===== config.mk =====
export PLATFORM = sky130hd
export DESIGN_NAME = pwm_duty_slew_limiter
export DESIGN_NICKNAME = d
export VERILOG_FILES = /design/src/rtl/pwm_duty_slew_limiter.sv
export SDC_FILE = /design/constraint.sdc
export NUM_CORES = 1
export LEC_CHECK = 0
export CAP_MARGIN = 20
export CORE_MARGIN = 1.5
export CORE_UTILIZATION = 59
export DETAILED_ROUTE_END_ITERATION = 8
export PLACE_DENSITY_LB_ADDON = 0.3
export SLEW_MARGIN = 20
export SYNTH_ARGS = -nofsm -noshare
export SYNTH_HDL_FRONTEND = slang
export SYNTH_SLANG_ARGS = --single-unit
export TNS_END_PERCENT = 30

===== constraint.sdc =====
create_clock -name clk -period 4 [get_ports clk]
set_clock_uncertainty 0.2 [all_clocks]
set_input_delay 1 -clock clk [delete_from_list [all_inputs] [get_ports clk]]
set_output_delay 1 -clock clk [all_outputs]
set_load 0.02 [all_outputs]

===== src/rtl/pwm_duty_slew_limiter.sv =====
// ---------------------------------------------------------------------------
// pwm_duty_slew_limiter
//
// Soft-start / slew limiter between the SPI register bank's duty register
// and the PWM peripheral's duty input.  With ramp_en=1 the applied duty walks
// toward target_duty by STEP every TICK_DIV clocks.  With ramp_en=0 the
// target is applied with one clock of latency.
//
// Ports:
//   clk          in   system clock
//   rst_n        in   asynchronous active-low reset
//   target_duty  in   [7:0] requested duty (already in clk domain)
//   ramp_en      in   1 = slew-limited, 0 = pass-through
//   tick_div     in   [CNT_W-1:0] runtime clocks-per-step (only when
//                     SLEW_TICK_EXT_EN is defined; 0 behaves as 1)
//   duty_out     out  [7:0] applied duty
//   ramping      out  high while a ramp is in progress (state != IDLE)
//   ramp_done    out  one-clock pulse when a ramp lands on the target
//
// Build option:
//   SLEW_TICK_EXT_EN - adds the tick_div port, replacing TICK_DIV.
// ---------------------------------------------------------------------------
module pwm_duty_slew_limiter #(
    parameter logic [7:0]  STEP       = 8'd1,
    parameter int unsigned TICK_DIV   = 1000,
    parameter int unsigned CNT_W      = 16,
    parameter logic [7:0]  RESET_DUTY = 8'h00
) (
    input  logic             clk,
    input  logic             rst_n,
    input  logic [7:0]       target_duty,
    input  logic             ramp_en,
`ifdef SLEW_TICK_EXT_EN
    input  logic [CNT_W-1:0] tick_div,
`endif
    output logic [7:0]       duty_out,
    output logic             ramping,
    output logic             ramp_done
);

    localparam logic [1:0] IDLE = 2'd0;
    localparam logic [1:0] UP   = 2'd1;
    localparam logic [1:0] DOWN = 2'd2;

    logic [1:0]       state, state_n;
    logic [CNT_W-1:0] cnt, cnt_n;
    logic [7:0]       duty_n;
    logic             done_n;
    logic [CNT_W-1:0] div_m1;
    logic             tick;
    logic [8:0]       up_gap, dn_gap, step_w;
    logic [1:0]       dir;

`ifdef SLEW_TICK_EXT_EN
    logic [CNT_W-1:0] div_q;
    logic [CNT_W-1:0] div_in;
    logic             load_div;

    assign div_in   = (tick_div == '0) ? CNT_W'(1) : tick_div;
    assign div_m1   = div_q - CNT_W'(1);
    // Reload the divisor when a ramp starts and on every step.
    assign load_div = ((state == IDLE) && (state_n != IDLE)) ||
                      ((state != IDLE) && tick);

    always_ff @(posedge clk or negedge rst_n) begin
        if (!rst_n)
            div_q <= CNT_W'(1);
        else if (load_div)
            div_q <= div_in;
    end
`else
    assign div_m1 = CNT_W'(TICK_DIV - 1);
`endif

    assign tick    = (state != IDLE) && (cnt == div_m1);
    assign up_gap  = {1'b0, target_duty} - {1'b0, duty_out};
    assign dn_gap  = {1'b0, duty_out} - {1'b0, target_duty};
    assign step_w  = {1'b0, STEP};
    assign ramping = (state != IDLE);

    always_comb begin
        state_n = state;
        cnt_n   = cnt;
        duty_n  = duty_out;
        done_n  = 1'b0;
        dir     = state;

        case (state)
            IDLE: begin
                cnt_n = '0;
                if (!ramp_en)
                    duty_n = target_duty;
                else if (target_duty > duty_out)
                    state_n = UP;
                else if (target_duty < duty_out)
                    state_n = DOWN;
            end
            default: begin
                if (!ramp_en) begin
                    duty_n  = target_duty;
                    state_n = IDLE;
                    cnt_n   = '0;
                end else if (target_duty == duty_out) begin
                    state_n = IDLE;
                    cnt_n   = '0;
                    done_n  = 1'b1;
                end else begin
                    // Direction is re-evaluated every clock so a target
                    // change reverses the ramp without restarting the tick.
                    dir     = (target_duty > duty_out) ? UP : DOWN;
                    state_n = dir;
                    if (tick) begin
                        cnt_n = '0;
                        if (dir == UP) begin
                            if (up_gap <= step_w) begin
                                duty_n  = target_duty;
                                state_n = IDLE;
                                done_n  = 1'b1;
                            end else begin
                                duty_n = duty_out + STEP;
                            end
                        end else begin
                            if (dn_gap <= step_w) begin
                                duty_n  = target_duty;
                                state_n = IDLE;
                                done_n  = 1'b1;
                            end else begin
                                duty_n = duty_out - STEP;
                            end
                        end
                    end else begin
                        cnt_n = cnt + CNT_W'(1);
                    end
                end
            end
        endcase
    end

    always_ff @(posedge clk or negedge rst_n) begin
        if (!rst_n) begin
            state     <= IDLE;
            cnt       <= '0;
            duty_out  <= RESET_DUTY;
            ramp_done <= 1'b0;
        end else begin
            state     <= state_n;
            cnt       <= cnt_n;
            duty_out  <= duty_n;
            ramp_done <= done_n;
        end
    end

endmodule


Word-level counts from Yosys, hierarchy flattened. Cells that the tools add are included.

$add $sub $neg: 5. Multiply operators: 0. Div/mod/pow operators: 0. Magnitude comparators: 4. Equality and inequality tests: 8. Shift operators: 0. Multiplexer cells: 30. Bitwise operators: 0. Reductions and logical operators: 5.

Operators with widths (number): $mux 16 (4); $mux 8 (8); $mux 2 (11); $le 9x1->1 const B (2); $sub 8x8->9 (2); $add 16x1->16 const B (1); $eq 16x10->1 const B (1); $add 8x1->8 const B (1); $eq 8x8->1 (1); $gt 8x8->1 (1); $lt 8x8->1 (1); $sub 8x1->8 const B (1); $mux 1 (7); $ne 2x2->1 const B (3); $ne 3x3->1 const B (1); $reduce_and 3->1 (1); $eq 2x1->1 const B (1); $logic_not 2->1 (1); $ne 2x1->1 const B (1); $reduce_and 2->1 (1); $reduce_bool 2->1 (1); $logic_and 1x1->1 (1).

Flip-flop bits (word level): 27. Latch bits: 0. Memory bits (writable): 0. Bits in read-only memories: 0. Input port bits: 11. Output and inout port bits: 10. Word-level logic and storage cells: 56. Memories kept: 0.

Longest topological paths before layout.
Word-level depth: 8. Mapped depth: 12. Mapped depth without buffers: 11.

Worst setup path after synthesis. No wires, ideal clock.

Kind: in2reg. Start point: input target_duty[0]. End point: register duty_out[0]. Setup time: 150 ps. Arrival time: 3170 ps. Data required time: 3650 ps. Path slack: 480 ps. Cell stages on the path: 11. Buffers on the path: 1. Cells stage by stage: ha_1 -> inv_1 -> fa_1 -> xor2_1 -> a2111oi_2 -> o2111ai_1 -> nor4_1 -> nand2_1 -> clkbuf_1 -> a2111oi_0 -> a311oi_1.

Cells in the longest elaborated chain, start to end: 8. Elaborated cells on any way between the ends: 18. Classes of those cells: add/sub (2); order compare (3); eq/ne (3); mux (9); reduce/logical (1).

RTL lines: from (decl) (line 31) `input logic [7:0] target_duty,`; $sub 8x8->9, or another cell as far along (line 77) `assign dn_gap = {1'b0, duty_out} - {1'b0, target_duty};`; $le 9x1->1, or another cell as far along (line 123) `if (dn_gap <= step_w) begin`; $mux 8, or another cell as far along (line 123); $mux 8 (line 114) `if (dir == UP) begin`; $mux 8 (line 112) `if (tick) begin`; $mux 8 (line 103) `end else if (target_duty == duty_out) begin`; $mux 8 (line 99) `if (!ramp_en) begin`; $mux 8 (line 88) `case (state)`; to (signal assigned) (line 148) `duty_out <= duty_n;`; to (decl) (line 36) `output logic [7:0] duty_out,`.

Several ways; a longest one is shown, not always the timed one. The select of a mux whose other input is x is not followed. A chain may end at the register's enable or synchronous reset.

Worst setup path in the final report. Ends and elaborated chain as after synthesis.

==> metrics.md <==
| Metric | Value |
|---|---|
| Status | finished, final reports clean |
| Final hold vios | 0 |
| IO Pins | 21 |
| Max Cap Violations | 0 |
| Initial drt markers | between 400 and 500 |
| Share of cells above drive strength 1 | 16.9% |
| Worst hold path type | reg -> reg |
| FP Rows | 23 |
| Via Count | around 2700 |
| Post-route antenna net violation count | 0 |
| Routed wire length | 7580 um |
| Chip Width | approximately 70 um |
| Unique masters post-synth | 60 |
| Sequential cell area | 676 sq um |
| Pwr per Cell Area | 487 mW/mm^2 |
| Fill count | between 200 and 300 |
| Clock Tree Buf Depth | 2 |
| Register bit count reported by yosys | 27 |
| Port bufs | 20 |
| Pin slew with the least headroom to its limit | just under 0.6 ns |
| Asr flop ratio synth | 100% |
| Post-synthesis sequential area ratio | between 20% and 30% |
| Mean Syn Cell Area | 8.23 sq um |
| CTS Hold Bufs | 0 |
| Top cell type's share of synthesized area | 26.3% |
| Fmax | around 250 MHz |
| Worst endpoint required time | a little under 4 ns |
| Initial core utilization | 62.8% |
| Final Cycle Share | 98.4% |
| Via-per-instance ratio | ~6.6 |
| Reg clk slew, reported paths | approximately 0.10 ns |
| Top post-synthesis cells by area | dfrtp_1 26%, ha_1 9.3%, nor2_1 4.2% |
| Crit-path max FO | 8 |
| Reg2reg setup slack | ~0.53 ns |
| Rel. slew slack | just over 60% |
| Min cycle time layout | 3.93 ns |
| Final #Nets | just under 400 |
| Synth Area in XOR/XNOR | 7.85% |
| Footprint of the multi-input gates | around 0.0018 sq mm |
| Total gr overflow | 0 |
| Leak | ~0.0013 uW |
| First-pass GRT wire length | approximately 11000 um |
| WL/cell | approximately 18 um |
| DRC | 0 |
| CP Capture Type | flop |
| Core area | just over 0.004 sq mm |
| Cells after Synth | approximately 310 |
| GPL Wtd Cong | just under 1 |
| CTS tree | built |
| Vias in the first global route | between 2000 and 2500 |
| Simple-Gate Fraction of Synth Area | between 20 and 25% |
| Synth Net Count | around 340 |
| Clk_lat worst skew | about 0.28 ns |
| Synth Area in Adders | 10.8% |
| Peak supply drop | approximately 0.29 mV |
| Hpwl dp | roughly 5400 um |
| Final Max Slew Viols | 0 |
| Worst hold slack | 0.320 ns |
| H-tree levels | 1 |
| Post-synthesis mux area share | under 10% |
| Largest net degree at the start of global routing | 28 |
| Compound-cell area share of the yosys netlist | approximately 22% |
| # setup viols final | 0 |
| Design Power | 1530 uW |
| Main combinational cell family by area after synthesis | simple AND/OR/NAND/NOR gates |
| Cell area after synthesis | 0.00257 sq mm |
| Main flop type after synthesis | dfrtp_1 |
| Top-count cell post-synth | nor2_1 |
| Critical Path AT | slightly below 4 ns |
| Die H | approximately 70 um |
| Crit start category | input port |
| Largest area contributor in the netlist | dfrtp_1 |
| Synth-to-layout area growth | 22.7% |
| Post-synth EDFFs | 0 |
| Yosys warnings | 0 |
| Clk root buf | clkbuf_8 |
| Gr usage total | around 32% |
| CTS buffer count | 3 |
| DRT Pass-1 Iters | 5 |
| Commonest cells in the netlist | 29 x nor2_1, 27 x dfrtp_1, 24 x inv_1 |
| Initial antenna violation count | 0 |
| Total Die Area | 0.00475 sq mm |
| Worst Setup Path Type | in -> reg |
| ANT cells | 0 |
| Clock Sinks | 27 |
critical path, stage by stage:
cell and delay, ns:
clkdlybuf4s50_1 0.53, ha_1 0.19, inv_1 0.06, fa_1 0.51
a2111oi_4 0.39, o2111ai_2 0.21, nor4_2 0.29, nand2_1 0.09
buf_4 0.18, a2111oi_1 0.35, a311oi_1 0.08
placed cells by master (no fill, tap or decap), types with 3 or more instances in the layout:
cell type        count
inv_1               24
mux2i_1              5
nand3_1             15
a21oi_1             20
xor2_1              11
o21ai_0             11
ha_1                19
o21ai_1              4
nor2b_1              7
nor2_1              29
nand2b_1             3
clkdlybuf4s50_1     20
a211oi_1             3
buf_4               41
and3_1               4
o211ai_1             6
nand2_1             17
o221ai_1             3
clkbuf_8             3
nand3b_1             5
nor3_1               4
dfrtp_1             27
and4_1               3
a31oi_1              3
xnor2_1             12
nand4_1              7
nor4b_1              4
nor4_1               5
o31ai_1              3
and2_1               3
power breakdown:
| part | switching, uW | total (uW) | internal [uW] |
|---|---|---|---|
| Sequential | 65.7 | 371 | 306 |
| Clock | 100 | 174 | 73.5 |
| Combinational | 562 | 988 | 426 |
| Total | 728 | 1530 | 805 |
state kept, by name, indices dropped and copies added, names as in the netlist:
name	cells
cnt	16
duty_out	8
state	2
ramp_done	1
per-layer routing:
metal / vias up / track usage (%) / part of all wire (%) / routed length [um]
met5: - / 0 / 0 / 0
met4: 0 / 11.0 / 3.2 / 246
met3: 34 / 4.22 / 9.4 / 709
met2: 183 / 48.1 / 46 / 3460
met1: 1283 / 47.5 / 42 / 3170
li1: 1227 / - / - / -
cell type report:
type | count | share of cell area [%]
tap | 50 | 1.99
sequential | 27 | 21.5
multi-input combinational | 245 | 55.8
clock inverter | 1 | 0.278
clock buffer | 3 | 1.31
timing repair buffer | 61 | 16.1
inverter | 25 | 2.98
cells by family (layout without fill, tap and decap cells):
kind of cell / Yosys count / after routing
multiplexers: 5 / 5
XOR/XNOR: 23 / 23
AND/OR/NAND/NOR: 116 / 116
adder cells (fa/ha/maj): 21 / 21
flip-flops: 27 / 27
AO/OA/AOI/OAI: 80 / 80
buffers and inverters: 40 / 90
timing repair:
| action | CTS | global route |
|---|---|---|
| buffers inserted | 0 | 1 |
| resized for setup | 0 | 10 |
| setup endpoints to repair | 0 | 9 |
final timing paths:
check                      cells past startpoint                 endpoint               startpoint
max in group asynchronous                      2  duty_out[1]$_DFFE_PN0P_                    rst_n
setup reg to reg                              11  duty_out[0]$_DFFE_PN0P_  duty_out[0]$_DFFE_PN0P_
setup / recovery                              11  duty_out[0]$_DFFE_PN0P_           target_duty[0]
hold / removal                                 1         cnt[0]$_DFF_PN0_         cnt[0]$_DFF_PN0_
min in group asynchronous                      2         cnt[6]$_DFF_PN0_                    rst_n
hold reg to reg                                1         cnt[0]$_DFF_PN0_         cnt[0]$_DFF_PN0_
per-stage QoR:
step	area, sq um	std cells	setup TNS [ns]	worst slack (ns)	utilization, %
floorplan	2570	312	0	0.480	-
global placement	3050	407	-0.730	-0.137	74.6
detailed placement	3050	407	-1.92	-0.278	74.6
CTS	3100	411	0	0.0251	75.8
global route	3150	412	-0.302	-0.0814	77.0
finish	3150	412	0	0.0656	77.0
Note: power is estimated with default switching activity, not from simulation.
